===== src/rtl/mandelbrot_sched_if.sv =====
`default_nettype none
// ============================================================================
// Module      : mandelbrot_sched_if
// Description : Pixel-in, datapath and retire-out signal bundle for the
//               Mandelbrot pass scheduler.
// Revision    : 1.0 - initial release
// ============================================================================
interface mandelbrot_sched_if #(
  parameter int DW = 16,
  parameter int TW = 16,
  parameter int IW = 8
);
  // New pixel offer
  logic                 i_valid;
  logic                 i_ready;
  logic signed [DW-1:0] i_cx;
  logic signed [DW-1:0] i_cy;
  logic [TW-1:0]        i_tag;

  // Datapath issue side
  logic signed [DW-1:0] dp_x;
  logic signed [DW-1:0] dp_y;
  logic signed [DW-1:0] dp_cx;
  logic signed [DW-1:0] dp_cy;

  // Datapath return side, LAT cycles behind issue
  logic signed [DW-1:0] dp_x_r;
  logic signed [DW-1:0] dp_y_r;
  logic signed [DW-1:0] dp_cx_r;
  logic signed [DW-1:0] dp_cy_r;
  logic                 dp_esc;

  // Retired pixel
  logic                 o_valid;
  logic                 o_ready;
  logic [TW-1:0]        o_tag;
  logic [IW-1:0]        o_iter;
  logic                 o_busy;

  // Scheduler side
  modport slave (
    input  i_valid, i_cx, i_cy, i_tag,
    input  dp_x_r, dp_y_r, dp_cx_r, dp_cy_r, dp_esc,
    input  o_ready,
    output i_ready,
    output dp_x, dp_y, dp_cx, dp_cy,
    output o_valid, o_tag, o_iter, o_busy
  );

  // Environment side: pixel source, datapath and colour stage
  modport master (
    output i_valid, i_cx, i_cy, i_tag,
    output dp_x_r, dp_y_r, dp_cx_r, dp_cy_r, dp_esc,
    output o_ready,
    input  i_ready,
    input  dp_x, dp_y, dp_cx, dp_cy,
    input  o_valid, o_tag, o_iter, o_busy
  );
endinterface
`default_nettype wire


===== src/rtl/mandelbrot_sched.sv =====
`default_nettype none
// ============================================================================
// Module      : mandelbrot_sched
// Description : Time-multiplexes one fixed-latency Mandelbrot iteration
//               pipeline across up to LAT+1 pixels. Returning slots are
//               recirculated, retired or freed for a new pixel each cycle.
// Revision    : 1.0 - initial release
// ============================================================================
module mandelbrot_sched #(
  parameter int DW       = 16,
  parameter int TW       = 16,
  parameter int IW       = 8,
  parameter int MAX_ITER = 255,
  parameter int LAT      = 3
) (
  input  wire logic        i_clk,
  input  wire logic        i_rstn,
  mandelbrot_sched_if.slave bus
);

  localparam logic [IW-1:0] c_max_iter = IW'(MAX_ITER);
  localparam logic [IW-1:0] c_iter_one = IW'(1);

  // Issue register: datapath operands plus the slot bookkeeping
  logic signed [DW-1:0] r_dp_x;
  logic signed [DW-1:0] r_dp_y;
  logic signed [DW-1:0] r_dp_cx;
  logic signed [DW-1:0] r_dp_cy;
  logic                 r_iss_valid;
  logic                 r_iss_done;
  logic [IW-1:0]        r_iss_iter;
  logic [TW-1:0]        r_iss_tag;

  // Shadow of the slot bookkeeping travelling alongside the datapath
  logic [LAT-1:0]       r_sh_valid;
  logic [LAT-1:0]       r_sh_done;
  logic [IW-1:0]        r_sh_iter [LAT];
  logic [TW-1:0]        r_sh_tag  [LAT];

  // Retire register
  logic                 r_o_valid;
  logic [TW-1:0]        r_o_tag;
  logic [IW-1:0]        r_o_iter;

  // Returning slot and its evaluation
  logic                 w_tail_valid;
  logic                 w_tail_done;
  logic [IW-1:0]        w_tail_iter;
  logic [TW-1:0]        w_tail_tag;
  logic [IW-1:0]        w_iter_inc;
  logic                 w_finish;
  logic [IW-1:0]        w_res_iter;
  logic                 w_out_load_ok;
  logic                 w_retire;
  logic                 w_recirc;
  logic                 w_accept;

  assign w_tail_valid = r_sh_valid[LAT-1];
  assign w_tail_done  = r_sh_done[LAT-1];
  assign w_tail_iter  = r_sh_iter[LAT-1];
  assign w_tail_tag   = r_sh_tag[LAT-1];

  // Only pixels still iterating can reach MAX_ITER here, so the increment never wraps
  assign w_iter_inc   = w_tail_iter + c_iter_one;

  // Classify the returning slot: finished (with result count) or still iterating
  always_comb begin
    w_finish   = 1'b0;
    w_res_iter = w_tail_iter;
    if (w_tail_valid) begin
      if (w_tail_done || bus.dp_esc) begin
        w_finish = 1'b1;
      end else begin
        w_res_iter = w_iter_inc;
        w_finish   = (w_iter_inc == c_max_iter);
      end
    end
  end

  // A finished slot retires only when the output register can take it;
  // otherwise it keeps circulating so in-flight pixels are never dropped.
  assign w_out_load_ok = !r_o_valid || bus.o_ready;
  assign w_retire      = w_finish && w_out_load_ok;
  assign w_recirc      = w_tail_valid && !w_retire;
  assign w_accept      = bus.i_valid && bus.i_ready;

  assign bus.i_ready = i_rstn && !w_recirc;
  assign bus.dp_x    = r_dp_x;
  assign bus.dp_y    = r_dp_y;
  assign bus.dp_cx   = r_dp_cx;
  assign bus.dp_cy   = r_dp_cy;
  assign bus.o_valid = r_o_valid;
  assign bus.o_tag   = r_o_tag;
  assign bus.o_iter  = r_o_iter;
  assign bus.o_busy  = r_iss_valid || (|r_sh_valid) || r_o_valid;

  // Issue register: recirculation first, then injection, else an empty slot
  always_ff @(posedge i_clk or negedge i_rstn) begin
    if (!i_rstn) begin
      r_dp_x      <= '0;
      r_dp_y      <= '0;
      r_dp_cx     <= '0;
      r_dp_cy     <= '0;
      r_iss_valid <= 1'b0;
      r_iss_done  <= 1'b0;
      r_iss_iter  <= '0;
      r_iss_tag   <= '0;
    end else if (w_recirc) begin
      r_dp_x      <= bus.dp_x_r;
      r_dp_y      <= bus.dp_y_r;
      r_dp_cx     <= bus.dp_cx_r;
      r_dp_cy     <= bus.dp_cy_r;
      r_iss_valid <= 1'b1;
      r_iss_done  <= w_finish;
      r_iss_iter  <= w_res_iter;
      r_iss_tag   <= w_tail_tag;
    end else if (w_accept) begin
      r_dp_x      <= '0;
      r_dp_y      <= '0;
      r_dp_cx     <= bus.i_cx;
      r_dp_cy     <= bus.i_cy;
      r_iss_valid <= 1'b1;
      r_iss_done  <= 1'b0;
      r_iss_iter  <= '0;
      r_iss_tag   <= bus.i_tag;
    end else begin
      r_iss_valid <= 1'b0;
    end
  end

  // Shadow shift register, aligned so its tail meets the datapath results
  always_ff @(posedge i_clk or negedge i_rstn) begin
    if (!i_rstn) begin
      r_sh_valid <= '0;
      r_sh_done  <= '0;
      for (int i = 0; i < LAT; i++) begin
        r_sh_iter[i] <= '0;
        r_sh_tag[i]  <= '0;
      end
    end else begin
      r_sh_valid[0] <= r_iss_valid;
      r_sh_done[0]  <= r_iss_done;
      r_sh_iter[0]  <= r_iss_iter;
      r_sh_tag[0]   <= r_iss_tag;
      for (int i = 1; i < LAT; i++) begin
        r_sh_valid[i] <= r_sh_valid[i-1];
        r_sh_done[i]  <= r_sh_done[i-1];
        r_sh_iter[i]  <= r_sh_iter[i-1];
        r_sh_tag[i]   <= r_sh_tag[i-1];
      end
    end
  end

  // Output register: load on retire, drop when the consumer takes it
  always_ff @(posedge i_clk or negedge i_rstn) begin
    if (!i_rstn) begin
      r_o_valid <= 1'b0;
      r_o_tag   <= '0;
      r_o_iter  <= '0;
    end else if (w_retire) begin
      r_o_valid <= 1'b1;
      r_o_tag   <= w_tail_tag;
      r_o_iter  <= w_res_iter;
    end else if (bus.o_ready) begin
      r_o_valid <= 1'b0;
    end
  end

endmodule
`default_nettype wire


===== src/flat_wrapper.sv =====
// flat-port wrapper written by rule: the top's interface ports become plain ports
module mandelbrot_sched_flat 
#(
  parameter int DW       = 16,
  parameter int TW       = 16,
  parameter int IW       = 8,
  parameter int MAX_ITER = 255,
  parameter int LAT      = 3
)
  (i_clk, i_rstn, bus_i_valid, bus_i_cx, bus_i_cy, bus_i_tag, bus_dp_x_r, bus_dp_y_r, bus_dp_cx_r, bus_dp_cy_r, bus_dp_esc, bus_o_ready, bus_i_ready, bus_dp_x, bus_dp_y, bus_dp_cx, bus_dp_cy, bus_o_valid, bus_o_tag, bus_o_iter, bus_o_busy);
  mandelbrot_sched_if #(.DW(DW), .TW(TW), .IW(IW)) bus_i ();
  input  wire logic i_clk;
  input  wire logic i_rstn;
  input wire logic [$bits(bus_i.i_valid)-1:0] bus_i_valid;
  input wire logic [$bits(bus_i.i_cx)-1:0] bus_i_cx;
  input wire logic [$bits(bus_i.i_cy)-1:0] bus_i_cy;
  input wire logic [$bits(bus_i.i_tag)-1:0] bus_i_tag;
  input wire logic [$bits(bus_i.dp_x_r)-1:0] bus_dp_x_r;
  input wire logic [$bits(bus_i.dp_y_r)-1:0] bus_dp_y_r;
  input wire logic [$bits(bus_i.dp_cx_r)-1:0] bus_dp_cx_r;
  input wire logic [$bits(bus_i.dp_cy_r)-1:0] bus_dp_cy_r;
  input wire logic [$bits(bus_i.dp_esc)-1:0] bus_dp_esc;
  input wire logic [$bits(bus_i.o_ready)-1:0] bus_o_ready;
  output wire logic [$bits(bus_i.i_ready)-1:0] bus_i_ready;
  output wire logic [$bits(bus_i.dp_x)-1:0] bus_dp_x;
  output wire logic [$bits(bus_i.dp_y)-1:0] bus_dp_y;
  output wire logic [$bits(bus_i.dp_cx)-1:0] bus_dp_cx;
  output wire logic [$bits(bus_i.dp_cy)-1:0] bus_dp_cy;
  output wire logic [$bits(bus_i.o_valid)-1:0] bus_o_valid;
  output wire logic [$bits(bus_i.o_tag)-1:0] bus_o_tag;
  output wire logic [$bits(bus_i.o_iter)-1:0] bus_o_iter;
  output wire logic [$bits(bus_i.o_busy)-1:0] bus_o_busy;
  assign bus_i.i_valid = bus_i_valid;
  assign bus_i.i_cx = bus_i_cx;
  assign bus_i.i_cy = bus_i_cy;
  assign bus_i.i_tag = bus_i_tag;
  assign bus_i.dp_x_r = bus_dp_x_r;
  assign bus_i.dp_y_r = bus_dp_y_r;
  assign bus_i.dp_cx_r = bus_dp_cx_r;
  assign bus_i.dp_cy_r = bus_dp_cy_r;
  assign bus_i.dp_esc = bus_dp_esc;
  assign bus_i.o_ready = bus_o_ready;
  assign bus_i_ready = bus_i.i_ready;
  assign bus_dp_x = bus_i.dp_x;
  assign bus_dp_y = bus_i.dp_y;
  assign bus_dp_cx = bus_i.dp_cx;
  assign bus_dp_cy = bus_i.dp_cy;
  assign bus_o_valid = bus_i.o_valid;
  assign bus_o_tag = bus_i.o_tag;
  assign bus_o_iter = bus_i.o_iter;
  assign bus_o_busy = bus_i.o_busy;
  mandelbrot_sched #(.DW(DW), .TW(TW), .IW(IW), .MAX_ITER(MAX_ITER), .LAT(LAT)) u_core (.i_clk(i_clk), .i_rstn(i_rstn), .bus(bus_i));
endmodule

===== config.mk =====
export PLATFORM = sky130hd
export DESIGN_NAME = mandelbrot_sched_flat
export DESIGN_NICKNAME = d
export VERILOG_FILES = /design/src/rtl/mandelbrot_sched_if.sv /design/src/rtl/mandelbrot_sched.sv /design/src/flat_wrapper.sv
export SDC_FILE = /design/constraint.sdc
export NUM_CORES = 1
export LEC_CHECK = 0
export ABC_AREA = 1
export CAP_MARGIN = 25
export CORE_MARGIN = 3
export CORE_UTILIZATION = 36
export CTS_CLUSTER_DIAMETER = 50
export DETAILED_ROUTE_END_ITERATION = 7
export GPL_TIMING_DRIVEN = 0
export SKIP_CTS_REPAIR_TIMING = 1
export SKIP_LAST_GASP = 1
export SLEW_MARGIN = 20
export SYNTH_ARGS = -nofsm -noshare
export SYNTH_HDL_FRONTEND = slang
export SYNTH_SLANG_ARGS = --single-unit

===== constraint.sdc =====
create_clock -name i_clk -period 6.4 [get_ports i_clk]
set_input_delay 1.28 -clock i_clk [delete_from_list [all_inputs] [get_ports i_clk]]
set_output_delay 1.28 -clock i_clk [all_outputs]
set_load 0.005 [all_outputs]

==> results.md <==
- Fraction of layout cells with a size suffix above 1: 0.0604
- Critical Path Max Stage Delay: ~0.53 ns
- Clock-pin slew on the worst setup and hold paths: approximately 0.070 ns
- Worst Skew: about 0.013 ns
- Initial DRT Pass Iterations: 4
- Count of cell types in the netlist: 21
- FF+latch count, synth: 193
- Die Span X: roughly 150 um
- CTS tree: built
- Crit path cell chain: clkdlybuf4s50_1, nor2_1, nand2_1, nand3_2, buf_2, buf_2, a21boi_0, clkdlybuf4s50_1
- N_diodes: 0
- Die area: around 23,000 um2
- Sw power: 1.45 mW
- Post-DP HPWL: 14,600 um
- DRT iter0 DRCs: between 400 and 500
- Vias in the first global route: 6,357
- Mapped Cells: around 840
- Drt total wl: slightly above 20,000 um
- Most common cell after layout, fill and taps aside: nand2_1
- Routability congestion estimate: between 0.7 and 0.8
- Critical Path Fanout Max: 10
- Final setup violation count: 0
- Height of the die: about 150 um
- # fillers: a little under 2,000
- Global-route wire length before repair: ~34,000 um
- Internal power: about 3.0 mW
- Status: finished clean
- DRC Markers: 0
- Row cnt: 52
- Max Slew Vio Count: 0
- Avg Cell Area, Syn: 9.17 um2
- Io pins: 208
- Pwr dens: ~420 nW/um2
- Fmax: around 0.22 GHz
- VDD IR max: ~0.17 mV
- CTS max path bufs: 2
- Flop pwr share: 0.429
- Synthesized Nets: 955
- Initial core utilization: 0.373
- PnR Total Power: 4.46 mW
- Clock root buffer: clkbuf_16
- ANT nets after route: 0
- Largest net degree at the start of global routing: 97
- CORE AREA: around 21,000 um2
- Leak Pwr: 5.27 nW
- Hold Path Class: reg -> reg
- Count of final hold-check violations: 0
- Synth Cell Area: ~7700 um2
- Final core occ: 0.522
- Design area: approximately 11,000 um2
- P&R area growth vs syn: 40.0%
- Seq/Total Area, Yosys: 0.630
- Relative slew margins: 0.583
- Routed len/inst: 15.2 um
- Data arrival time of the worst path: roughly 3.4 ns
- Post-DP Area: between 10,000 and 15,000 um2
- Final Non-Filler Cells: 1,347
- Vias: between 6,000 and 7,000
- Critical path class: in -> out
- Worst-Margin Slew: ~0.63 ns
- Clk pwr share: 0.237
- Initial antenna violation count: 0
- Final Critical Period: approximately 4.6 ns
- CP Launch Type: input port
- Slowest CP cell: clkdlybuf4s50_1
- Port bufs: between 200 and 250
- Combinational share of power: 0.335
- Worst skew pair latency: around 0.43 ns
- Via density: between 4 and 5
- Clk sinks: approximately 190
- Grt total ovfl: 0
- Sum Neg Setup Slack: 0 ns
- All-Layer GR Usage: 0.180
- Dpl cells: 1,315
- Most frequent cells in the layout: nand2_1, clkdlybuf4s50_1, dfrtp_1, nand3_1, inv_1
- Final nets: 1,183
- Net Sw Frac: 0.325
- # H-tree levels: 4
- TritonCTS Buffers: 17
- MaxCap Viol Count: 0
- RSZ-0062 raised after global routing: false
- Yosys warns: 0
- Crit share post-route: 0.724
- Worst Setup End Kind: primary output
- Critical Path RT: 5.12 ns
-- power by group through the flow --
stage / combinational [mW] / sequential, mW / clock, mW
5_1_grt: 1.66 / 1.97 / 1.14
6_report: 1.49 / 1.91 / 1.06
3_5_place_dp: 1.51 / 1.94 / 0
3_3_place_gp: 1.50 / 1.92 / 0
2_1_floorplan: 0.658 / 1.92 / 0
4_1_cts: 1.52 / 1.92 / 1.09
-- per-layer routing --
layer / up-vias / routed length, um / GRT usage
met4: 0 / 400 / 0.0599
met3: 24 / 1130 / 0.0404
li1: 3111 / - / -
met5: - / 0 / 0
met2: 181 / 9780 / 0.291
met1: 2977 / 9140 / 0.241
-- through the flow --
step	setup slack (ns)	hold WS, ns
floorplan	3.08	0.331
global placement	-6.67	0.331
detailed placement	1.74	0.335
CTS	1.74	0.350
global route	1.66	0.356
finish	1.77	0.350
-- worst paths after layout --
check | to | slack, ns | startpoint | cells past startpoint
worst max-delay path | bus_i_ready | 1.77 | bus_dp_esc | 8
worst min-delay path | u_core.w_tail_iter[1]$_DFF_PN0_ | 0.35 | u_core.r_sh_iter[9]$_DFF_PN0_ | 0
worst max register to register | u_core.r_iss_tag[13]$_DFFE_PN0P_ | 3.98 | u_core.w_tail_iter[1]$_DFF_PN0_ | 16
worst min register to register | u_core.w_tail_iter[1]$_DFF_PN0_ | 0.35 | u_core.r_sh_iter[9]$_DFF_PN0_ | 0
max in group asynchronous | u_core.w_tail_tag[3]$_DFF_PN0_ | 4.97 | i_rstn | 2
min in group asynchronous | u_core.w_tail_iter[2]$_DFF_PN0_ | 0.69 | i_rstn | 1
-- critical path: cells and delay by family --
kind	cells	cell delay, ns
AOI/OAI and AO/OA	1	0.18
and+or+nand+nor	3	0.39
buffers and inverters	4	1.50
-- state kept, by name, indices dropped and copies added, names as in the netlist --
register and count:
u_core.r_sh_valid 3, u_core.w_tail_iter 8, u_core.bus.o_iter 8, u_core.bus.dp_y 16, u_core.r_iss_valid 1, u_core.bus.dp_cx 16, u_core.bus.dp_cy 16, u_core.bus.dp_x 16
u_core.r_iss_iter 8, u_core.r_iss_done 1, u_core.r_sh_done 3, u_core.r_iss_tag 16, u_core.r_sh_iter 16, u_core.w_tail_tag 16, u_core.bus.o_tag 16, u_core.bus.o_valid 1
u_core.r_sh_tag 32
-- layout make-up --
class | instances | area [um2] | share of cell area
clock buffer | 17 | 425 | 0.0396
sequential | 193 | 4830 | 0.450
clock inverter | 15 | 170 | 0.0159
multi-input combinational | 527 | 2290 | 0.214
tap | 270 | 338 | 0.0315
inverter | 61 | 229 | 0.0213
timing repair buffer | 209 | 2130 | 0.199
buffer | 55 | 314 | 0.0293
-- cells by family (layout without fill, tap and decap cells) --
family	after synthesis	count (layout)	synth area share
buf+inv	116	357	0.0708
flops	193	193	0.630
xor+xnor	1	1	0.00114
simple gates	498	498	0.277
compound gates	26	26	0.0180
fa+ha+maj	2	2	0.00326
-- cells in the mapped netlist --
cell      number  area, um2
nand3_2        2       20.0
nor4_1         1       6.26
clkbuf_1      23       86.3
nand2_1      303       1140
buf_2         11       55.1
buf_6         11        124
xor2_1         1       8.76
nand3_1      182        911
buf_4          3       22.5
ha_1           2       25.0
nand2_2        1       6.26
o21ai_0       23        115
nand4_1        2       12.5
a21boi_0       1       7.51
nor2_1         6       22.5
inv_2          1       3.75
nor2_2         1       6.26
inv_1         60        225
buf_1          7       26.3
o21bai_1       2       15.0
dfrtp_1      193       4830
Note: power is estimated with default switching activity, not from simulation.
==> edit (same settings) <==
`TW` is set to 16 in 3 places; all go to 32.
--- a/src/rtl/mandelbrot_sched_if.sv
+++ b/src/rtl/mandelbrot_sched_if.sv
@@ -7,7 +7,7 @@
 // ============================================================================
 interface mandelbrot_sched_if #(
   parameter int DW = 16,
-  parameter int TW = 16,
+  parameter int TW = 32,
   parameter int IW = 8
 );
   // New pixel offer
--- a/src/rtl/mandelbrot_sched.sv
+++ b/src/rtl/mandelbrot_sched.sv
@@ -8,7 +8,7 @@
 // ============================================================================
 module mandelbrot_sched #(
   parameter int DW       = 16,
-  parameter int TW       = 16,
+  parameter int TW       = 32,
   parameter int IW       = 8,
   parameter int MAX_ITER = 255,
   parameter int LAT      = 3
--- a/src/flat_wrapper.sv
+++ b/src/flat_wrapper.sv
@@ -2,7 +2,7 @@
 module mandelbrot_sched_flat 
 #(
   parameter int DW       = 16,
-  parameter int TW       = 16,
+  parameter int TW       = 32,
   parameter int IW       = 8,
   parameter int MAX_ITER = 255,
   parameter int LAT      = 3
Ports: changed (resized bus_i_tag and bus_o_tag); port bits go from 208 to 240. No check against the original RTL was run, so the function may have changed too.
==> edit against the original RTL <==
Sequential cell count rose by 80. Cell area is 34% higher. Die area increased by 33%. Setup slack got worse by 0.089 ns. Wire length is 36% higher. Power rose by 47%. Register-to-register slack got worse by 0.23 ns. Area after synthesis rose by 34%.
==> edit: results <==
set metrics [dict create \
    status "completed" \
    hold_end "u_core.w_tail_tag[4]" \
    critPathMaxFanout 10 \
    cts.clk_slew.worst_paths_ns 0.05 \
    synth_cell_type_count 23 \
    antenna_found_initial 0 \
    hold_class "register to register" \
    cts-root-buf "clkbuf_16" \
    arrival_ns 3.44 \
    drtPass1Iterations 5 \
    grt_pass1_wl_um 45100 \
    p_leak_nw 7.00 \
    whs_path_depth 0 \
    cp_slowest_cell "clkdlybuf4s50_1" \
    nFillCells 2621 \
    grtUsageTotal 0.182 \
    r2r_cells 15 \
    async_flop_share 1.00 \
    fin_skew_ns 0.0128 \
    max_slew.worst_pin.slew_ns 0.915 \
    syn_nets 1208 \
    cts_max_level 2 \
    drtIter0Drc 567 \
    drive_gt1_frac 0.0684 \
    fmax_mhz 212 \
    numCtsBuffers 34 \
    drt-vias-per-instance 4.68 \
    r2r_start "u_core.w_tail_iter[1]" \
    ys_seq_area_frac 0.664 \
    r2r_slack_ns 3.75 \
    synth_common_cells "383 x nand2_1, 273 x dfrtp_1, 214 x nand3_1" \
    cpPeakStageDelay_ns 0.51 \
    top_register "u_core.r_sh_tag" \
    antenna_cells 0 \
    first_global_vias 8268 \
    dpl_worst_slack_ns 1.68 \
    hold_start "u_core.r_sh_tag[36]" \
    synth.area.top_cells "dfrtp_1 66%, nand2_1 14%, nand3_1 10%" \
    nets 1486 \
    startpoint "bus_dp_esc" \
    vdd_drop_max_mv 0.192 \
    port_buffers 239 \
    endpoint "bus_i_ready" \
    grt_max_degree 98 \
    reg2reg_to "u_core.r_iss_tag[29]" \
    wl_per_cell_um 15.9 \
    largest_reg_flops 64 \
    ys_warn_count 0 \
    dp_hpwl_um 19500 \
    place_congestion 0.899 \
    clock_latency_ns 0.50 \
    cts_max_path_buffers 3 \
]
edit: changes by cell type in the layout (fill, tap and decap cells not counted), sizes merged, moves of 2 or more:
cell and delta:
dfrtp +80, nand2 +80, clkdlybuf4s50 +32, nand3 +32, clkbuf +31, o21ai +16, inv +14, buf +8
clkinvlp +2
edit: power breakdown:
part           switching (mW)  total [mW]  internal (mW)
logic                   0.986        1.91          0.920
registers               0.313        2.77           2.46
clock network           0.734        1.86           1.13
edit: worst max-delay path, delay by kind of cell:
| family | cells | cell delay, ns |
|---|---|---|
| buf+inv | 3 | 1.35 |
| simple gates | 3 | 0.57 |
| compound gates | 1 | 0.23 |
edit: cell type report:
type,count,area share
Clock buffer,42,0.0649
Tap cell,378,0.0330
Timing Repair Buffer,242,0.173
Multi-Input combinational cell,655,0.198
Inverter,77,0.0201
Clock inverter,17,0.0126
Buffer,68,0.0224
Sequential cell,273,0.476
edit: logic make-up after synthesis:
logic type	Yosys count	share of synthesized area
adders and majority gates	2	0.00243
AOI/OAI and AO/OA	42	0.0212
DFF	273	0.664
and+or+nand+nor	610	0.252
xor gates and xnor gates	1	0.000852
buffers and inverters	145	0.0594
edit: per-layer routing:
metal / GRT usage / part of all wire / vias up / wire length (um)
met3: 0.0374 / 0.055 / 42 / 1530
met1: 0.252 / 0.44 / 3974 / 12200
met4: 0.0475 / 0.020 / 0 / 553
met5: 0 / 0 / - / 0
li1: - / - / 3950 / -
met2: 0.296 / 0.48 / 230 / 13500
edit: metrics by stage:
step                hold WS [ns]  cells  utilization  cell area (um2)  power (mW)
finish                     0.345   1752        0.514            14300        6.54
global route               0.348   1752        0.514            14300        6.98
CTS                        0.344   1752        0.514            14300        6.63
floorplan                  0.331   1073            -            10300        3.60
detailed placement         0.335   1693        0.474            13200        4.73
global placement           0.332   1690        0.471            13100        4.69
